<file path="src/rtl/approx_mult_error_analyzer.sv">
// Exhaustive operand sweep for a WIDTH x WIDTH approximate multiplier under test,
// accumulating error statistics against the exact product with latency alignment.
module approx_mult_error_analyzer #(
    parameter int WIDTH   = 8,
    parameter int MUT_LAT = 0
) (
    input  logic                 clk,
    input  logic                 rst_n,
    input  logic                 start,
    input  logic                 stop_on_err,
    output logic [WIDTH-1:0]     op_a,
    output logic [WIDTH-1:0]     op_b,
    input  logic [2*WIDTH-1:0]   mut_y,
    output logic                 busy,
    output logic                 done,
    output logic [2*WIDTH:0]     total_cnt,
    output logic [2*WIDTH:0]     correct_cnt,
    output logic [4*WIDTH:0]     sum_abs_err,
    output logic [2*WIDTH-1:0]   max_abs_err,
    output logic [WIDTH-1:0]     err_a,
    output logic [WIDTH-1:0]     err_b,
    output logic [2*WIDTH-1:0]   err_y,
    output logic                 err_seen
);
    localparam int PW = 2 * WIDTH;
    localparam int CW = 2 * WIDTH + 1;
    localparam int SW = 4 * WIDTH + 1;
    localparam int DW = (MUT_LAT > 1) ? $clog2(MUT_LAT) : 1;
    localparam logic [WIDTH-1:0] OP_MAX     = {WIDTH{1'b1}};
    localparam logic [DW-1:0]    DRAIN_LAST = DW'((MUT_LAT > 0) ? (MUT_LAT - 1) : 0);

    typedef enum logic [1:0] {
        IDLE  = 2'd0,
        SWEEP = 2'd1,
        DRAIN = 2'd2,
        DONE  = 2'd3
    } state_t;

    state_t          state_r;
    logic            stop_r;
    logic [DW-1:0]   drain_cnt_r;

    logic            start_go_s;
    logic            issue_s;
    logic            last_pair_s;
    logic            cmp_valid_s;
    logic [WIDTH-1:0] cmp_a_s;
    logic [WIDTH-1:0] cmp_b_s;
    logic [PW-1:0]   cmp_exact_s;
    logic [PW-1:0]   abs_err_s;
    logic            neq_s;
    logic            mismatch_s;
    logic            stop_now_s;

    function automatic logic [PW-1:0] abs_diff(input logic [PW-1:0] x, input logic [PW-1:0] y);
        logic [PW-1:0] d;
        if (x >= y) begin
            d = x - y;
        end else begin
            d = y - x;
        end
        return d;
    endfunction

    // Sweep-control decodes and compare-side error terms
    always_comb begin
        start_go_s  = start && ((state_r == IDLE) || (state_r == DONE));
        issue_s     = (state_r == SWEEP);
        last_pair_s = (op_a == OP_MAX) && (op_b == OP_MAX);
        neq_s       = (mut_y != cmp_exact_s);
        mismatch_s  = cmp_valid_s && neq_s;
        stop_now_s  = mismatch_s && stop_r;
        abs_err_s   = abs_diff(mut_y, cmp_exact_s);
    end

    generate
        if (MUT_LAT == 0) begin : g_comb
            // Combinational MUT: the pair on op_a/op_b is compared in the same cycle
            always_comb begin
                cmp_valid_s = issue_s;
                cmp_a_s     = op_a;
                cmp_b_s     = op_b;
                cmp_exact_s = PW'(op_a) * PW'(op_b);
            end
        end else begin : g_pipe
            logic [MUT_LAT-1:0] pv_r;
            logic [WIDTH-1:0]   pa_r [MUT_LAT];
            logic [WIDTH-1:0]   pb_r [MUT_LAT];
            logic [PW-1:0]      px_r [MUT_LAT];

            // Reference delay line matching MUT latency; an early stop drops in-flight pairs
            always_ff @(posedge clk or negedge rst_n) begin
                if (!rst_n) begin
                    pv_r <= '0;
                    for (int i = 0; i < MUT_LAT; i++) begin
                        pa_r[i] <= '0;
                        pb_r[i] <= '0;
                        px_r[i] <= '0;
                    end
                end else begin
                    for (int i = MUT_LAT - 1; i > 0; i--) begin
                        pv_r[i] <= pv_r[i-1] && !stop_now_s;
                        pa_r[i] <= pa_r[i-1];
                        pb_r[i] <= pb_r[i-1];
                        px_r[i] <= px_r[i-1];
                    end
                    pv_r[0] <= issue_s && !stop_now_s;
                    pa_r[0] <= op_a;
                    pb_r[0] <= op_b;
                    px_r[0] <= PW'(op_a) * PW'(op_b);
                end
            end

            // Oldest delay-line stage lines up with the current mut_y
            always_comb begin
                cmp_valid_s = pv_r[MUT_LAT-1];
                cmp_a_s     = pa_r[MUT_LAT-1];
                cmp_b_s     = pb_r[MUT_LAT-1];
                cmp_exact_s = px_r[MUT_LAT-1];
            end
        end
    endgenerate

    // Sweep FSM: operand issue order, drain timing, latched stop mode and status flags
    always_ff @(posedge clk or negedge rst_n) begin
        if (!rst_n) begin
            state_r     <= IDLE;
            op_a        <= '0;
            op_b        <= '0;
            stop_r      <= 1'b0;
            drain_cnt_r <= '0;
            busy        <= 1'b0;
            done        <= 1'b0;
        end else begin
            case (state_r)
                IDLE, DONE: begin
                    if (start_go_s) begin
                        state_r     <= SWEEP;
                        op_a        <= '0;
                        op_b        <= '0;
                        stop_r      <= stop_on_err;
                        drain_cnt_r <= '0;
                        busy        <= 1'b1;
                        done        <= 1'b0;
                    end
                end
                SWEEP: begin
                    if (stop_now_s) begin
                        state_r <= DONE;
                        busy    <= 1'b0;
                        done    <= 1'b1;
                    end else if (last_pair_s) begin
                        // Operands stay on the final pair so they read back after the sweep
                        if (MUT_LAT > 0) begin
                            state_r     <= DRAIN;
                            drain_cnt_r <= '0;
                        end else begin
                            state_r <= DONE;
                            busy    <= 1'b0;
                            done    <= 1'b1;
                        end
                    end else begin
                        op_b <= op_b + WIDTH'(1'b1);
                        if (op_b == OP_MAX) begin
                            op_a <= op_a + WIDTH'(1'b1);
                        end
                    end
                end
                DRAIN: begin
                    if (stop_now_s || (drain_cnt_r == DRAIN_LAST)) begin
                        state_r <= DONE;
                        busy    <= 1'b0;
                        done    <= 1'b1;
                    end else begin
                        drain_cnt_r <= drain_cnt_r + DW'(1'b1);
                    end
                end
                default: begin
                    state_r <= IDLE;
                    busy    <= 1'b0;
                    done    <= 1'b0;
                end
            endcase
        end
    end

    // Error statistics and first-mismatch capture, cleared when a sweep starts
    always_ff @(posedge clk or negedge rst_n) begin
        if (!rst_n) begin
            total_cnt   <= '0;
            correct_cnt <= '0;
            sum_abs_err <= '0;
            max_abs_err <= '0;
            err_a       <= '0;
            err_b       <= '0;
            err_y       <= '0;
            err_seen    <= 1'b0;
        end else if (start_go_s) begin
            total_cnt   <= '0;
            correct_cnt <= '0;
            sum_abs_err <= '0;
            max_abs_err <= '0;
            err_a       <= '0;
            err_b       <= '0;
            err_y       <= '0;
            err_seen    <= 1'b0;
        end else if (cmp_valid_s) begin
            total_cnt   <= total_cnt + CW'(1'b1);
            sum_abs_err <= sum_abs_err + SW'(abs_err_s);
            if (!neq_s) begin
                correct_cnt <= correct_cnt + CW'(1'b1);
            end
            if (abs_err_s > max_abs_err) begin
                max_abs_err <= abs_err_s;
            end
            if (neq_s && !err_seen) begin
                err_a    <= cmp_a_s;
                err_b    <= cmp_b_s;
                err_y    <= mut_y;
                err_seen <= 1'b1;
            end
        end
    end

endmodule

</file>
<file path="config.mk">
export PLATFORM = sky130hd
export DESIGN_NAME = approx_mult_error_analyzer
export DESIGN_NICKNAME = d
export VERILOG_FILES = /design/src/rtl/approx_mult_error_analyzer.sv
export SDC_FILE = /design/constraint.sdc
export NUM_CORES = 1
export LEC_CHECK = 0
export ABC_AREA = 1
export BUFFER_PORTS_ARGS = -buffer_cell sky130_fd_sc_hd__buf_4
export CAP_MARGIN = 40
export CORE_UTILIZATION = 44
export CTS_BUF_LIST = sky130_fd_sc_hd__clkbuf_16
export DETAILED_ROUTE_END_ITERATION = 10
export PLACE_DENSITY = 0.6
export SLEW_MARGIN = 40
export SYNTH_ARGS = -nofsm -noshare
export SYNTH_HDL_FRONTEND = slang
export SYNTH_SLANG_ARGS = --single-unit
</file>
<file path="constraint.sdc">
create_clock -name clk -period 18.8 [get_ports clk]
set_clock_uncertainty 0.1 [all_clocks]
set_input_delay 2.82 -clock clk [delete_from_list [all_inputs] [get_ports clk]]
set_output_delay 2.82 -clock clk [all_outputs]
set_load 0.05 [all_outputs]
</file>
# Word level (Yosys, flattened, before mapping)
# Index checks and enable logic that the tools add are counted.
dict set report totals {
  register_bits 138
  word_cells 112
}
dict set report classes {
  n_reduce_logical 23
  n_eq_ne 14
  mux 48
  magnitude_cmp 2
  n_addsub 8
  n_bitwise 1
  n_mul 1
}
# op n
set op_table {}
lappend op_table {{two-way mux 16 bit} 7}
lappend op_table {{two-way mux 8 bit} 12}
lappend op_table {{two-way mux 17 bit} 5}
lappend op_table {{two-way mux 33 bit} 2}
lappend op_table {{adder 17 x 1 -> 17 bit (second input constant)} 2}
lappend op_table {{adder 33 x 16 -> 33 bit} 1}
lappend op_table {{case mux 8 bit (2 select lines)} 2}
lappend op_table {{subtractor 16 bit} 2}
lappend op_table {{adder 8 x 1 -> 8 bit (second input constant)} 2}
lappend op_table {{== test 8 bit (second input constant)} 2}
lappend op_table {{greater-or-equal comparator 16 bit} 1}
lappend op_table {{greater-than comparator 16 bit} 1}
lappend op_table {{multiplier 8 x 8 -> 16 bit} 1}
lappend op_table {{inequality test 16 bit} 1}
lappend op_table {{two-way mux 1 bit} 12}
lappend op_table {{inequality test 2 bit (second input constant)} 6}
lappend op_table {{nonzero test 2 bit} 5}
lappend op_table {{two-way mux 2 bit} 4}
lappend op_table {{AND reduction 2 bit} 4}
lappend op_table {{case mux 1 bit (3 select lines)} 2}
lappend op_table {{case mux 2 bit (3 select lines)} 1}
lappend op_table {{AND reduction 3 bit} 2}
lappend op_table {{logical AND 1 bit} 5}
lappend op_table {{AND reduction 5 bit} 1}
lappend op_table {{12 further kinds} 14}

# Depth between registers and ports, before layout
# Gate-level depths: netlist (run 1).
dict set report logic_depth {
  depth_word 7
  ltp_mapped 46
  mapped_depth_nobuf 44
}

# Worst setup path before layout (run 1)
# No wires, ideal clock.
dict set report synth_timing {
  path_kind {reg-to-reg}
  from {register op_a[0]}
  to {register max_abs_err[7]}
  path_slack_ps 11538
  setup_ps 76
  n_path_buf 3
  t_arrival_ps 7086
  path_stages_with_launch 39
  period_less_slack_ps 7262
  cell_sequence {dfrtp_1 > clkbuf_1 > nand2_1 > fa_1 > fa_1 > inv_1 > fa_1 > inv_1 > fa_1 > inv_1 > ha_1 > a21oi_1 > o21ai_0 > a21oi_1 > o21bai_1 > xor2_1 > inv_1 > ha_1 > (+3 left out) > nor2_4 > nor2_1 > nand2_1 > nor2_2 > buf_2 > nand2_1 > nand2_1 > inv_1 > ha_1 > a21o_1 > a21oi_1 > nand2_1 > nand2_1 > nand2_1 > nand2_1 > clkbuf_1 > nand3_1 > o21ai_1}
}
dict set report synth_via {
  elab_chain_len 6
}
# item line
set synth_lines {}
lappend synth_lines {{start: declaration} 11} ;# output logic [WIDTH-1:0] op_a,
lappend synth_lines {{start signal: assignment} 165} ;# op_a <= op_a + WIDTH'(1'b1);
lappend synth_lines {{multiplier 8 x 8 -> 16 bit (*)} 83} ;# cmp_exact_s = PW'(op_a) * PW'(op_b);
lappend synth_lines {{subtractor 16 bit, or another cell as far along} 60} ;# d = y - x;
lappend synth_lines {{two-way mux 16 bit (*)} 57} ;# if (x >= y) begin
lappend synth_lines {{greater-than comparator 16 bit or two-way mux 16 bit (tied branches)} 213} ;# if (abs_err_s > max_abs_err) begin
lappend synth_lines {{nonzero test 2 bit (no source line) or two-way mux 16 bit (tied branches)} -}
lappend synth_lines {{AND reduction 2 bit (no source line) or two-way mux 16 bit (tied branches)} -}
lappend synth_lines {{end signal: assignment} 214} ;# max_abs_err <= abs_err_s;
lappend synth_lines {{end: declaration} 19} ;# output logic [2*WIDTH-1:0] max_abs_err,
# Mark *: on every way between the ends. The rest lies on a longest branch, timed or not. The select of a mux whose other input is x is not followed.
# A chain may end at the register's enable or synchronous reset.

# Worst setup path after layout (run 1)
dict set report layout_timing {
  from {register op_b[3]}
  to {register max_abs_err[1]}
}
dict set report layout_via {
  elab_chain_len 6
}
# item line
set layout_lines {}
lappend layout_lines {{start: declaration} 12} ;# output logic [WIDTH-1:0] op_b,
lappend layout_lines {{start signal: assignment} 163} ;# op_b <= op_b + WIDTH'(1'b1);
lappend layout_lines {{multiplier 8 x 8 -> 16 bit (*)} 83}
lappend layout_lines {{subtractor 16 bit, or another cell as far along} 60}
lappend layout_lines {{two-way mux 16 bit (*)} 57}
lappend layout_lines {{greater-than comparator 16 bit or two-way mux 16 bit (tied branches)} 213}
lappend layout_lines {{nonzero test 2 bit (no source line) or two-way mux 16 bit (tied branches)} -}
lappend layout_lines {{AND reduction 2 bit (no source line) or two-way mux 16 bit (tied branches)} -}
# Marked as above.

==> results of run 1 <==
-- logic make-up (layout without fill, tap and decap cells) --
family	after synthesis	in the layout	synth area share, %
buffers and inverters	392	534	12.3
adders and majority gates	148	148	17.5
xor gates and xnor gates	34	34	2.43
AOI/OAI and AO/OA	214	214	9.34
and+or+nand+nor	872	872	30.4
DFF	137	137	28.0
-- stage by stage --
stage | total power, W | setup WS (ns) | util (%) | instances | hold WS (ns)
2_1_floorplan | 0.00131 | 11.54 | - | 1797 | 0.355
3_3_place_gp | 0.00164 | 11.05 | 50.5 | 2279 | 0.370
3_5_place_dp | 0.00165 | 10.89 | 50.5 | 2279 | 0.386
4_1_cts | 0.00202 | 10.84 | 52.7 | 2311 | 0.402
5_1_grt | 0.00216 | 10.12 | 52.7 | 2311 | 0.437
6_report | 0.00201 | 10.76 | 52.7 | 2311 | 0.402
-- registers in the layout (all words and copies together) (netlist names) --
| name | flops |
|---|---|
| err_seen | 1 |
| correct_cnt | 17 |
| sum_abs_err | 33 |
| state_r | 1 |
| op_b | 8 |
| drain_cnt_r | 1 |
| err_b | 8 |
| busy | 1 |
| stop_r | 1 |
| max_abs_err | 16 |
| total_cnt | 17 |
| err_a | 8 |
| done | 1 |
| op_a | 8 |
| err_y | 16 |
-- per-layer routing --
layer | vias to the layer above | GRT usage [%] | share of wire (%)
met5 | - | 0 | 0
met3 | 35 | 3.06 | 4.4
met4 | 0 | 6.40 | 1.6
li1 | 5905 | - | -
met1 | 5553 | 34.0 | 46
met2 | 283 | 44.1 | 48
-- area by class of cell --
type,instances,share of cell area [%]
Clock buffer,17,2.98
Clock inverter,15,1.22
Multi-Input combinational cell,1268,51.2
Tap cell,372,3.26
Sequential cell,137,24.0
Inverter,345,9.06
Timing Repair Buffer,157,8.29
-- worst paths after layout --
path                                          endpoint  slack, ns                   start  cells past startpoint
max                         max_abs_err[1]$_DFFE_PN0P_      10.76     op_b[3]$_DFFE_PN0P_                     36
min                             state_r[0]$_DFFE_PN0P_       0.40  state_r[0]$_DFFE_PN0P_                      2
max reg2reg                 max_abs_err[1]$_DFFE_PN0P_      10.76     op_b[3]$_DFFE_PN0P_                     36
min reg2reg                     state_r[0]$_DFFE_PN0P_       0.40  state_r[0]$_DFFE_PN0P_                      2
max in group asynchronous          op_a[0]$_DFFE_PN0P_      15.03                   rst_n                      2
min in group asynchronous  correct_cnt[16]$_DFFE_PN0P_       2.33                   rst_n                      1
-- cell usage after synthesis, types with 2 or more instances --
cell type  number  share of area (%)
nand3b_1        2               0.12
inv_1         341                 10
o21a_1          3               0.18
buf_4           3               0.18
nor3b_1         6               0.37
nand3_2         2               0.16
dfrtp_1       137                 28
o21ai_2         3               0.21
nand2_1       518                 16
nand2_4         4               0.37
o21bai_1        2               0.12
xor2_1         30                2.1
nor2_1        113                3.5
inv_2           4               0.12
or2_2           3               0.15
nand3_1       154                6.3
and2_1          2               0.10
buf_2          10               0.41
a31oi_1         2               0.10
nand4_1        26                1.3
o21ai_1        20               0.82
ha_1          109                 11
a21oi_1        95                3.9
fa_1           39                6.4
nor2_2          5               0.26
nor4_1          6               0.31
o21ai_0        75                3.1
xnor2_1         4               0.29
nor3_1         20               0.82
a22o_1          4               0.29
buf_6           2               0.18
nor2_4          2               0.18
a21o_1          3               0.18
nand2_2         5               0.26
clkbuf_1       31               0.95
-- worst min-delay path: cells and delay by family (launching register included) --
kind                   cells  cell delay, ns
buffers and inverters      1            0.06
flip-flops                 1            0.35
AND/OR/NAND/NOR            1            0.06
-- power groups by stage --
stage	registers (W)	clock network (W)	logic [W]
after floorplan	0.000679	0	0.000627
after global placement	0.000473	0	0.00117
after detailed placement	0.000475	0	0.00118
after CTS	0.000470	0.000365	0.00118
after global routing	0.000483	0.000376	0.00130
final	0.000471	0.000359	0.00118
==> flow_metrics.env, run 1 <==
export IMPL_crit_top_cell="nand2_1"
export IMPL_placed_cell_area_um2=13700
export IMPL_ctsHoldBuffers=0
export IMPL_layout_common_cells="518 x nand2_1, 343 x inv_1, 156 x buf_4, 154 x nand3_1, 137 x dfrtp_1"
export IMPL_max_stage_delay_ns=0.71
export IMPL_synth_seq_cells=137
export IMPL_rsz0062_at_grt="false"
export IMPL_cts_resized=0
export IMPL_finalCritPeriodShare_pct=42.8
export IMPL_max_cap_viol_count=0
export IMPL_avgSynthCellArea_um2=6.82
export IMPL_fillers=2722
export IMPL_cts_buffers=17
export IMPL_sw_frac_of_total_pct=53.9
export IMPL_fp_dieH_um=169
export IMPL_cts_tree="done"
export IMPL_viasPerCell=5.10
export IMPL_wl_mm=35.4
export IMPL_start_util_pct=45.2
export IMPL_slew_limit_headroom_pct=50.3
export IMPL_post_cts_buffers=0
export IMPL_p_per_area_nw_per_um2=141
export IMPL_avgRoutedWirePerCell_um=15.3
export IMPL_die_area_um2=28500
export IMPL_hold_violations=0
export IMPL_clockBufferDepth=2
export IMPL_netSwitchingPower_w=0.00108
export IMPL_ant_nets=0
export IMPL_drive_above_1_share_pct=11.2
export IMPL_area_delta_synth_final_pct=16.6
export IMPL_p_leak_nw=8.28
export IMPL_crit_fanout=16
export IMPL_critPathArrivalTime_ns=8.26
export IMPL_p_clk_share_pct=17.9
export IMPL_yosys_warnings=0
export IMPL_hold_class="reg -> reg"
export IMPL_synth_cell_type_count=47
export IMPL_pin_count=154
export IMPL_grt_max_degree=85
export IMPL_tns_ns=0
export IMPL_syn_num_nets=1965
export IMPL_grt_antenna_before_repair=0
export IMPL_multi_input_area_um2=7320
export IMPL_clk_latency_ns=0.44
export IMPL_cts_sinks=137
export IMPL_row_count=60
export IMPL_grt_ovfl_total=0
export IMPL_p_comb_share_pct=58.7
export IMPL_grt_use_total_pct=25.6
export IMPL_dr_total_vias=11776
export IMPL_cp_slowest_cell="dfrtp_1"
export IMPL_seq_power_share_pct=23.4
export IMPL_grt_pass1_wl_mm=57.7
export IMPL_status="complete, no violations"
export IMPL_critPathKind="reg -> reg"
export IMPL_cts_root_buf="clkbuf_16"
export IMPL_gp_congestion=0.923
export IMPL_antenna_cells=0
export IMPL_grt_pass1_vias=11204
export IMPL_slew_viol_final=0
export IMPL_cp_required_ns=19.02
export IMPL_p_int_w=0.000926
export IMPL_finish_net_count=2094
export IMPL_first_pass_iters=5
export IMPL_syn_instance_count=1797
export IMPL_ys_seq_area_share_pct=28.0
export IMPL_worst_setup_path_end_kind="flop"
export IMPL_first_iter_violations=829
export IMPL_netlist_area_um2=12300
export IMPL_vdd_drop_max_uv=70.0
export IMPL_async_flop_share_pct=100
export IMPL_final_common_cell="nand2_1"
export IMPL_finalCriticalPeriod_ns=8.04
export IMPL_setup_viol=0
export IMPL_fmax_mhz=124
export IMPL_cts_max_level=4
export IMPL_fin_area_um2=14300
export IMPL_critPathLaunchType="flop"
export IMPL_hpwl_mm=27.4
export IMPL_synth_edf_count=0
export IMPL_ys_flop_type="dfrtp_1"
export IMPL_core_um2=27100
export IMPL_critPathTopFamily="adder cells"
export IMPL_clk_pin_slew_ns=0.07
export IMPL_io_buffers=153
export IMPL_final_seq_area_um2=3430
export IMPL_tightest_slew_ns=0.745
export IMPL_worst_path_buf_inv=5
export IMPL_drcViolationCount=0
export IMPL_fp_dieW_um=169
(Power assumes the default switching activity.)
==> run 2, diff against run 1 <==
ABC_AREA = 0   (was 1)
PLACE_DENSITY = 0.61   (was 0.6)
clock period = 8.3 ns   (was 18.8 ns; I/O delays follow)
==> run 2 against run 1 <==
  * Sequential power is 99% higher
  * Die area shrank 8.8%
  * Area after synthesis decreased by 8.9%
==> flow_metrics.env, run 2 <==
export IMPL_synth_cell_type_count=72
export IMPL_gp_congestion=0.912
export IMPL_grt_antenna_before_repair=0
export IMPL_worst_setup_path_end_kind="flop"
export IMPL_cts_root_buf="clkbuf_16"
export IMPL_wl_mm=31.3
export IMPL_grt_use_total_pct=23.8
export IMPL_critPathLaunchType="flop"
export IMPL_max_stage_delay_ns=0.54
export IMPL_netlist_area_um2=11200
export IMPL_yosys_warnings=0
export IMPL_r2r_start="op_b[4]$_DFFE_PN0P_"
export IMPL_fmax_mhz=124
export IMPL_first_pass_iters=8
export IMPL_worst_hold_startpoint="drain_cnt_r$_DFFE_PN0P_"
export IMPL_synth_area_top_cells="dfrtp_1 31%, ha_1 12%, fa_1 7.0%"
export IMPL_min_to="drain_cnt_r$_DFFE_PN0P_"
export IMPL_async_flop_share_pct=100
export IMPL_core_um2=24600
export IMPL_pin_count=154
export IMPL_yosys_top_cells_count="145 x nand2_1, 137 x dfrtp_1, 119 x nor2_1"
export IMPL_critPathArrivalTime_ns=8.24
export IMPL_finalCriticalPeriod_ns=8.06
export IMPL_cts_max_level=4
export IMPL_power_total_w=0.00375
export IMPL_finalCritPeriodShare_pct=97.1
export IMPL_rsz0062_at_grt="true"
export IMPL_first_iter_violations=595
export IMPL_synth_seq_cells=137
export IMPL_hpwl_mm=22.9
export IMPL_slew_limit_headroom_pct=44.2
export IMPL_p_per_area_nw_per_um2=259
export IMPL_area_delta_synth_final_pct=29.7
export IMPL_cp_slowest_cell="fa_1"
export IMPL_io_buffers=153
export IMPL_grt_pass1_wl_mm=49.4
export IMPL_die_area_um2=26000
export IMPL_setup_viol=0
export IMPL_fillers=2212
export IMPL_netSwitchingPower_w=0.00176
export IMPL_dpl_worst_slack_ns=-0.202
export IMPL_syn_instance_count=1274
export IMPL_grt_max_degree=93
export IMPL_sw_frac_of_total_pct=46.8
export IMPL_finish_net_count=1668
export IMPL_syn_num_nets=1442
export IMPL_viasPerCell=5.42
export IMPL_tns_ns=0
export IMPL_reg2reg_slack_ns=0.24
export IMPL_drcViolationCount=0
export IMPL_dr_total_vias=9949
export IMPL_start_util_pct=45.3
export IMPL_tightest_slew_ns=0.833
export IMPL_slew_viol_final=0
export IMPL_antenna_cells=0
export IMPL_final_common_cell="buf_4"
export IMPL_layout_common_cells="255 x buf_4, 141 x nand2_1, 123 x dfrtp_1, 116 x nor2_1, 101 x inv_1"
export IMPL_cts_tree="done"
export IMPL_yosysMostFrequentCell="nand2_1"
export IMPL_ys_flop_type="dfrtp_1"
export IMPL_hold_class="reg -> reg"
export IMPL_fp_dieW_um=161
export IMPL_ys_seq_area_share_pct=30.7
export IMPL_reg2reg_depth=34
export IMPL_vdd_drop_max_uv=197
export IMPL_grt_pass1_vias=9525
export IMPL_avgRoutedWirePerCell_um=17.1
export IMPL_p_comb_share_pct=53.8
export IMPL_yosysTopAreaCell="dfrtp_1"
export IMPL_p_int_w=0.00200
export IMPL_holdWs_ns=0.397
export IMPL_synth_top_area_share_pct=30.7
export IMPL_clk_latency_ns=0.43
export IMPL_synth_edf_count=0
export IMPL_cp_required_ns=8.48
export IMPL_row_count=57
export IMPL_cts_sinks=137
export IMPL_ant_nets=0
export IMPL_status="complete, no violations"
export IMPL_max_cap_viol_count=0
export IMPL_layout_setup_ws_ns=0.242
export IMPL_top_regs="sum_abs_err (33), correct_cnt (17), total_cnt (17)"
export IMPL_critPathKind="reg -> reg"
export IMPL_hold_violations=0
export IMPL_p_clk_share_pct=21.3
export IMPL_fp_dieH_um=161
export IMPL_p_leak_nw=7.09
export IMPL_crit_fanout=6
export IMPL_hold_depth=1
export IMPL_avgSynthCellArea_um2=8.76
export IMPL_drive_above_1_share_pct=28.1
export IMPL_clk_pin_slew_ns=0.06
export IMPL_largest_register="sum_abs_err"
export IMPL_layoutNonFillerInstCount=1837
export IMPL_seq_power_share_pct=24.9
export IMPL_grt_ovfl_total=0
export IMPL_cts_buffers=17
export IMPL_r2r_end="sum_abs_err[30]$_DFFE_PN0P_"
export IMPL_largest_reg_flops=33
export IMPL_clockBufferDepth=2
export IMPL_placed_cells=1767
==> run 2: power groups by stage <==
stage	Combinational [W]	Clock [W]	Sequential, W
floorplan	0.000824	0	0.00137
global placement	0.00181	0	0.000944
detailed placement	0.00184	0	0.000947
CTS	0.00186	0.000812	0.000936
global route	0.00217	0.000843	0.000952
finish	0.00202	0.000799	0.000936
==> run 2: cells by family (layout without fill, tap and decap cells) <==
group,after synthesis,count (layout),synth area share [%]
flip-flops,137,137,30.7
AND/OR/NAND/NOR,462,463,20.5
adder cells (fa/ha/maj),148,148,19.2
buffers and inverters,167,405,6.12
multiplexers,23,23,2.07
XOR/XNOR,88,88,6.98
AO/OA/AOI/OAI,249,249,14.4
==> run 2: worst max-delay path by stage <==
stage / startpoint / to / slack [ns] / depth (start not counted)
global placement: op_b[7]$_DFFE_PN0P_ / sum_abs_err[28]$_DFFE_PN0P_ / -0.06 / 34
floorplan: op_b[7]$_DFFE_PN0P_ / sum_abs_err[32]$_DFFE_PN0P_ / 0.04 / 34
global route: op_b[3]$_DFFE_PN0P_ / sum_abs_err[20]$_DFFE_PN0P_ / -0.16 / 37
finish: op_b[4]$_DFFE_PN0P_ / sum_abs_err[30]$_DFFE_PN0P_ / 0.24 / 34
detailed placement: op_b[4]$_DFFE_PN0P_ / sum_abs_err[24]$_DFFE_PN0P_ / -0.20 / 35
CTS: op_b[4]$_DFFE_PN0P_ / sum_abs_err[16]$_DFFE_PN0P_ / 0.01 / 35
==> run 2: layout make-up <==
class                   instances  area, um^2  area share [%]
clock buffers                  17         425            2.94
clock inverters                15         184            1.27
inverters                     109         409            2.83
multi-input cells             971        7570            52.3
flip-flops and latches        137        3450            23.8
well taps                     324         405            2.80
repair buffers                264        2030            14.0
==> run 2: through the flow <==
stage / cell area [um^2] / util (%)
detailed placement: 13100 / 53.0
floorplan: 11200 / -
CTS: 13700 / 55.8
global route: 14500 / 58.8
finish: 14500 / 58.8
global placement: 13000 / 53.0
==> run 2: layer usage <==
metal  part of all wire [%]  global-route usage [%]  up-vias
met5                      0                       0        -
met4                    1.3                    4.85        0
met3                    5.0                    4.80       35
met2                     48                    39.9      269
met1                     45                    31.9     4887
li1                       -                       -     4758
==> run 2: worst max-delay path: cells and delay by family, from the launching register on <==
kind,cells,cell delay [ns]
AO/OA/AOI/OAI,12,2.52
AND/OR/NAND/NOR,5,0.44
buffers and inverters,7,1.04
adder cells (fa/ha/maj),7,2.94
multiplexers,1,0.14
XOR/XNOR,2,0.30
flip-flops,1,0.47
==> run 2: repair_timing <==
action,in CTS,in global routing
gates resized for setup,11,99
gates cloned,0,2
pin swaps,2,48
hold endpoints to repair,0,0
setup endpoints to repair,22,41
hold buffers,0,0
setup buffers,1,37
